===== config.mk =====
export PLATFORM = sky130hd
export DESIGN_NAME = reg_file_mp_sb
export DESIGN_NICKNAME = d
export VERILOG_FILES = /design/src/rtl/reg_file_pkg.sv /design/src/rtl/reg_scoreboard.sv /design/src/rtl/reg_file_mp_sb.sv
export SDC_FILE = /design/constraint.sdc
export NUM_CORES = 2
export LEC_CHECK = 0
export CAP_MARGIN = 20
export CORE_UTILIZATION = 31
export CTS_CLUSTER_DIAMETER = 150
export DETAILED_ROUTE_END_ITERATION = 8
export DONT_BUFFER_PORTS = 1
export MAX_ROUTING_LAYER = met4
export PLACE_DENSITY = 0.49
export SKIP_LAST_GASP = 1
export SYNTH_ARGS = -nofsm -noshare
export SYNTH_HDL_FRONTEND = slang
export SYNTH_SLANG_ARGS = --single-unit
export TNS_END_PERCENT = 50

===== constraint.sdc =====
create_clock -name clock -period 2.2 [get_ports clock]
set_input_delay 0 -clock clock [delete_from_list [all_inputs] [get_ports clock]]
set_output_delay 0 -clock clock [all_outputs]
set_load 0.02 [all_outputs]

===== src/rtl/reg_file_pkg.sv =====
// Shared constants, types and sizing helper for the multi-port register file.
package reg_file_pkg;

    localparam int unsigned DEF_DATA_W = 32;
    localparam int unsigned DEF_ADDR_W = 5;

    typedef logic [DEF_ADDR_W-1:0] regAddr_t;
    typedef logic [DEF_DATA_W-1:0] regData_t;

    function automatic int unsigned depthOf(input int unsigned addrW);
        return 32'd1 << addrW;
    endfunction

endpackage


===== src/rtl/reg_scoreboard.sv =====
// Per-register busy bits: writeback releases, issue reserves; a same-cycle
// reserve overrides a release of the same register.
module reg_scoreboard
    import reg_file_pkg::*;
#(
    parameter int ADDR_W   = DEF_ADDR_W,
    parameter int NUM_WR   = 2,
    parameter int ZERO_REG = 1
) (
    input  logic                     clock,
    input  logic                     rst_n,
    input  logic [NUM_WR-1:0]        wrEn,
    input  logic [NUM_WR*ADDR_W-1:0] wrAddr,
    input  logic                     rsvEn,
    input  logic [ADDR_W-1:0]        rsvAddr,
    output logic [2**ADDR_W-1:0]     busyVec
);

    localparam int unsigned DEPTH = depthOf(ADDR_W);

    logic [DEPTH-1:0] busy;
    logic [DEPTH-1:0] busyNext;

    always_comb begin
        busyNext = busy;
        for (int unsigned j = 0; j < NUM_WR; j++) begin
            if (wrEn[j]) begin
                busyNext[wrAddr[j*ADDR_W +: ADDR_W]] = 1'b0;
            end
        end
        if (rsvEn) begin
            busyNext[rsvAddr] = 1'b1;
        end
        if (ZERO_REG != 0) begin
            busyNext[0] = 1'b0;
        end
    end

    always_ff @(posedge clock or negedge rst_n) begin
        if (!rst_n) begin
            busy <= '0;
        end else begin
            busy <= busyNext;
        end
    end

    assign busyVec = busy;

endmodule


===== src/rtl/reg_file_mp_sb.sv =====
// Multi-port register file with busy scoreboard for the pipelined MIPS core.
// Optional write-through forwarding: define REG_FILE_BYPASS_EN.
module reg_file_mp_sb
    import reg_file_pkg::*;
#(
    parameter int DATA_W   = DEF_DATA_W,
    parameter int ADDR_W   = DEF_ADDR_W,
    parameter int NUM_RD   = 2,
    parameter int NUM_WR   = 2,
    parameter int ZERO_REG = 1
) (
    input  logic                     clock,
    input  logic                     rst_n,
    input  logic [NUM_RD*ADDR_W-1:0] rd_addr,
    output logic [NUM_RD*DATA_W-1:0] rd_data,
    output logic [NUM_RD-1:0]        rd_busy,
    input  logic [NUM_WR-1:0]        wr_en,
    input  logic [NUM_WR*ADDR_W-1:0] wr_addr,
    input  logic [NUM_WR*DATA_W-1:0] wr_data,
    input  logic                     rsv_en,
    input  logic [ADDR_W-1:0]        rsv_addr,
    output logic [2**ADDR_W-1:0]     busy_vec
);

    localparam int unsigned DEPTH = depthOf(ADDR_W);

    logic [DATA_W-1:0] mem [DEPTH];
    logic [2**ADDR_W-1:0] busyVec;
    logic [ADDR_W-1:0] rdA;
    logic [DATA_W-1:0] rdD;
    logic rdB;

    reg_scoreboard #(
        .ADDR_W  (ADDR_W),
        .NUM_WR  (NUM_WR),
        .ZERO_REG(ZERO_REG)
    ) uScoreboard (
        .clock  (clock),
        .rst_n  (rst_n),
        .wrEn   (wr_en),
        .wrAddr (wr_addr),
        .rsvEn  (rsv_en),
        .rsvAddr(rsv_addr),
        .busyVec(busyVec)
    );

    assign busy_vec = busyVec;

    // Ascending port order: the last non-blocking assignment, i.e. the highest index, wins.
    always_ff @(posedge clock or negedge rst_n) begin
        if (!rst_n) begin
            for (int unsigned k = 0; k < DEPTH; k++) begin
                mem[k] <= '0;
            end
        end else begin
            for (int unsigned j = 0; j < NUM_WR; j++) begin
                if (wr_en[j] && !(ZERO_REG != 0 && wr_addr[j*ADDR_W +: ADDR_W] == '0)) begin
                    mem[wr_addr[j*ADDR_W +: ADDR_W]] <= wr_data[j*DATA_W +: DATA_W];
                end
            end
        end
    end

    always_comb begin
        rd_data = '0;
        rd_busy = '0;
        rdA     = '0;
        rdD     = '0;
        rdB     = 1'b0;
        for (int unsigned i = 0; i < NUM_RD; i++) begin
            rdA = rd_addr[i*ADDR_W +: ADDR_W];
            rdD = mem[rdA];
            rdB = busyVec[rdA];
`ifdef REG_FILE_BYPASS_EN
            for (int unsigned j = 0; j < NUM_WR; j++) begin
                if (wr_en[j] && wr_addr[j*ADDR_W +: ADDR_W] == rdA) begin
                    rdD = wr_data[j*DATA_W +: DATA_W];
                    rdB = rsv_en && (rsv_addr == rdA);
                end
            end
`endif
            // Reset gating keeps forwarded write data off the outputs while rst_n is low.
            if ((ZERO_REG != 0 && rdA == '0) || !rst_n) begin
                rdD = '0;
                rdB = 1'b0;
            end
            rd_data[i*DATA_W +: DATA_W] = rdD;
            rd_busy[i] = rdB;
        end
    end

endmodule


# Word-level counts from Yosys, hierarchy flattened
# Index checks and enable logic that the tools add are counted.
# totals
mem_bits_rw,0
regBits,1055
memories,0
mem_bits_ro,0
latchBits,0
out_inout_bits,98
input_bits,94
elab_cells,103
# op_classes
addsub,0
shift,0
bitwise,9
order_cmp,14
eq_ne,0
div_mod_pow,0
n_mul,0
n_reduce_logical,16
mux,31
# ops
op,count
1024-bit bitwise mux,2
1024-bit 2-to-1 mux,2
32-bit 2-to-1 mux,11
32-bit binary-select mux with 5-bit select,2
32-bit demux with 5-bit select,2
32-bit AND,2
32-bit inverter,2
32-bit OR,1
5-bit by 6-bit less-than comparator with 1-bit output (second input constant),5
6-bit greater-or-equal comparator (second input constant),4
5-bit inverter with 6-bit output,4
5-bit logical NOT,4
1-bit demux with 5-bit select,3
5-bit by 1-bit greater-or-equal comparator with 1-bit output (second input constant),3
6-bit by 1-bit less-than comparator with 1-bit output (second input constant),2
1-bit binary-select mux with 5-bit select,2
1-bit logical AND,7
1-bit 2-to-1 mux,7
1-bit logical NOT,3
1-bit logical OR,2

# Longest topological paths before layout
# logic_depth
depth_word,11
ltp_mapped,8
ltp_nobuf,4

# Cells and area by module
# Synthesis repeated with hierarchy kept, for this count alone.
# unflattened
hier_cells,6014
area_unflattened_um2,65131.2
# by_module_without_submodules
module,seq_area_each_um2,area_per_inst_um2,n_inst,cells_per_inst
reg_file_mp_sb,25624.6,63400.8,1,5860
reg_scoreboard,775.7,1730.4,1,154

# Worst setup path before layout
# OpenSTA, ideal clock, no wires.
# synth_path
path_type,input to output
start,input port rd_addr[5]
end,output port rd_data[45]
cell_stages,6
arrival_ns,1.623
slack_ns,0.577
t_required_ns,2.200
path_buffers,3
cell_sequence,buf_2 -> buf_2 -> buf_2 -> mux4_2 -> a22oi_1 -> nand4_1
# synth_between
elab_chain_len,5
word_cells_on_any_way,7
classes_between,4 x mux; 1 x bitwise; 2 x reduce/logical
# synth_rtl
item,line_no,text
from (decl),reg_file_mp_sb.sv:14,"input logic [NUM_RD*ADDR_W-1:0] rd_addr,"
5-bit inverter with 6-bit output (not written as such),reg_file_mp_sb.sv:72,rdD = mem[rdA];
32-bit binary-select mux with 5-bit select,reg_file_mp_sb.sv:72,
32-bit 2-to-1 mux (not written as such) (2 in series),reg_file_mp_sb.sv:72,
32-bit 2-to-1 mux (*),reg_file_mp_sb.sv:83,if ((ZERO_REG != 0 && rdA == '0) || !rst_n) begin
to (decl),reg_file_mp_sb.sv:15,"output logic [NUM_RD*DATA_W-1:0] rd_data,"
# Mark *: on every way between the ends. The rest lies on a longest branch, timed or not. The select of a mux whose other input is x is not followed.

# Worst setup path after layout
# layout_path
start,register mem[836] (netlist name)
end,output port rd_data[36]
# layout_between
elab_chain_len,4
# layout_rtl
item,line_no,text
from (decl),reg_file_mp_sb.sv:27,logic [DATA_W-1:0] mem [DEPTH];
"from (signal, indexed assignment)",reg_file_mp_sb.sv:58,mem[wr_addr[j*ADDR_W +: ADDR_W]] <= wr_data[j*DATA_W +: DATA_W];
32-bit binary-select mux with 5-bit select,reg_file_mp_sb.sv:72,
32-bit 2-to-1 mux (not written as such) (2 in series),reg_file_mp_sb.sv:72,
32-bit 2-to-1 mux,reg_file_mp_sb.sv:83,
# Every way passes these cells. The select of a mux whose other input is x is not followed.

==> run_results.csv <==
group,metric,value,unit
drt,viasPerCell,6.22,
hold_path,hold_path_end,"mem[903]",
sta,final-setup-viol-count,66,
clock_network,cts_buffer_depth,3,
critical_path,crit_slowest_cell,"mux4_2",
pwr,power,67200,µW
critical_path,endpoint_kind,"output port",
floorplanning,die_y,459,µm
clock_network,clock_latency,0.79,ns
hold_path,hold_class,"input pin to flop",
synthesis,syn_nets,6538,
grt,grt_antenna_before_repair,17,
hold_path,hold_depth,3,
drt,dr_total_vias,58100,
layout,seq_area,26400,µm²
sta,slew_headroom,-13.6,%
critical_path,startpoint_type,"flop",
floorplanning,dieArea,211000,µm²
status,violations,"negative hold slack, max-slew violations, negative setup slack",
sta,finalMaxSlewViolations,83,
synthesis,synth_top_area_cell,"dfrtp_1",
layout,drive_gt1_share,20.6,%
layout,final_common_cell,"dfrtp_1",
sta,hold_viol,26,
sta,timing.final.crit_share,135,%
floorplanning,ios,192,
critical_path,crit_chain,"mux4_2 -> and3_4 -> a21oi_2 -> nand4_1 -> buf_4 -> buf_12",
drt,drc_errors,0,
job,cap_violations,0,
grt,grt_pass1_vias,54700,
drt,wl_per_cell,36.1,µm
placement,routabilityCongestion,1.00,
hold_path,hp-start,"wr_addr[1]",
synthesis,synth_ff_type,"dfrtp_1",
floorplanning,core-area,207000,µm²
layout,fillers,20100,
layout,area_growth,20.6,%
synthesis,syn_area,64800,µm²
sta,worstMarginPinSlew,1.70,ns
clock_network,clk_pin_slew,0.06,ns
critical_path,critPathRequiredTime,2.20,ns
grt,grt_max_degree,209,
synthesis,synth_area_leaders,"dfrtp_1 (41%), mux2i_1 (15%), mux4_2 (13%), nand2_1 (5.0%), a22oi_1 (3.9%)",
floorplanning,start_util,31.2,%
pwr,power_density,859,nW/µm²
grt,gr-total-overflow,0,
drt,dr.pass1.iters,8,
synthesis,synth-edff-count,0,
layout,utilization,37.7,%
sta,timing.hold.ws,-0.0582,ns
clock_network,cts_tree,"yes",
critical_path,timing.rr.start,"mem[435]",
critical_path,path_delay_family,"simple AND/OR/NAND/NOR gates",
synthesis,synth_top_area_share,40.7,%
placement,hpwl,205000,µm
critical_path,r2r_cells,4,
clock_network,clockRootBuffer,"clkbuf_16",
synthesis,async_flop_share,100,%
synthesis,yosysSeqAreaShare,40.7,%
critical_path,cpPeakStageDelay,0.54,ns
floorplanning,die_x,459,µm
synthesis,synth_seq_cells,1055,
grt,grt_pass1_wl,458000,µm
pwr,p_leak,0.0317,µW
placement,port-buffer-count,0,
clock_network,cts_max_level,3,
synthesis,post_synth_num_cell_types,50,
synthesis,syn_inst,6444,
pwr,ir_worst_vdd,0.756,mV
critical_path,r2r_end,"mem[435]",
clock_network,clkSinkCount,1055,
drt,drt_iter0_drc,8532,
layout,fin_nets,6533,
critical_path,crit_cells,6,
sta,rsz0062_at_grt,"yes",
critical_path,critPathBufInv,2,
sta,skew,0,ns
critical_path,critPathKind,"flop to output port",
status,status,"finished, violations left",
drt,routed_wl,337000,µm
layout,multi_input_comb_area,36300,µm²
sta,fmax,0.337,GHz
critical_path,rrSetupSlack,0.30,ns
critical_path,path_max_fanout,3,
sta,fin_ws,-0.767,ns
sta,period_needed,2.97,ns
synthesis,ys.warnings.count,0,
clock_network,cts-buffers-inserted,118,
drt,drt.antenna.violating_nets,0,
critical_path,worstPathArrival,2.97,ns
floorplanning,num_rows,167,
grt,grt.total_usage,31.9,%
layout,layout_common_cells,"dfrtp_1 (1048), mux2i_1 (984), nand2_1 (836)",
synthesis,synth.avg_cell_area,10.1,µm²
-- synth_stat cells, types with 11 or more instances --
cell type,instances
dfrtp_1,1055
mux2i_1,987
nand2_1,863
nor2_1,569
clkbuf_1,492
a21oi_1,440
o21ai_0,407
mux4_2,388
a22oi_1,340
buf_2,167
a31oi_1,160
nand3_1,80
o21ai_1,74
and3_1,73
nand4_1,69
buf_1,45
buf_4,37
a2bb2oi_1,27
buf_6,25
a22o_1,15
and3b_1,14
nor2_8,12
nor3b_1,11
-- stage by stage --
stage | TNS (ns) | instances | setup slack (ns) | area, µm²
after detailed placement | -0.0234 | 8844 | -0.0234 | 70400
final | -25.92 | 9333 | -0.767 | 78200
after floorplan | 0 | 6444 | 0.577 | 64800
after global placement | 0 | 8842 | 0.0398 | 70300
after CTS | -57.27 | 9287 | -0.713 | 77300
after global routing | -25.70 | 9329 | -0.762 | 78100
-- cell families (layout without fill, tap and decap cells) --
group,Yosys count,count (layout),share of synthesized area [%]
other,1,14,0.00579
AND/OR/NAND/NOR,1750,1750,11.6
multiplexers,1377,1377,28.8
buffers and inverters,770,858,5.32
flip-flops,1055,1055,40.7
AO/OA/AOI/OAI,1491,1491,13.5
-- layer usage --
metal	vias up	share of wire [%]	global-route usage [%]
met5	-	0	-
met4	0	6.8	18.2
met3	1011	13	9.49
met2	4167	43	45.1
met1	29400	38	40.3
li1	23500	-	-
-- timing repair --
item	4_1_cts	5_1_grt
setup buffers	30	34
gates cloned	0	4
endpoints found under the setup margin	66	296
hold buffers	201	1
pin swaps	49	66
endpoints found under the hold margin	1403	19
resized for setup	80	147
-- layout make-up --
cell class,count,area share (%)
Antenna cell,13,0.0416
Inverter,2,0.00961
Timing Repair Buffer,643,10.5
Tap cell,2788,4.46
Sequential cell,1055,33.8
Clock inverter,36,0.418
Clock buffer,177,4.37
Multi-Input combinational cell,4619,46.4
-- state kept, by name, summed over array words and instances (netlist names) --
register	flops
mem	1024
uScoreboard.busyVec	31
-- tightest hold or removal path, delay by kind of cell --
family                 cells  cell delay (ns)
AO/OA/AOI/OAI              2             0.37
buffers and inverters      1             0.32
-- where the power goes --
part           leakage, µW  internal (µW)  switching [µW]  total [µW]
sequential          0.0130          24400            4230       28600
clock              0.00185          11000            9190       20200
combinational       0.0169           9200            9150       18400
total               0.0317          44600           22600       67200
-- worst max path at each step --
stage	start	end	slack, ns
after floorplan	rd_addr[5]	rd_data[45]	0.58
after global placement	rd_addr[5]	rd_data[36]	0.04
after detailed placement	rst_n	rd_data[36]	-0.02
after CTS	mem[836]	rd_data[36]	-0.71
after global routing	mem[836]	rd_data[36]	-0.76
final	mem[836]	rd_data[36]	-0.77
Power figures use the tool's default switching activity.
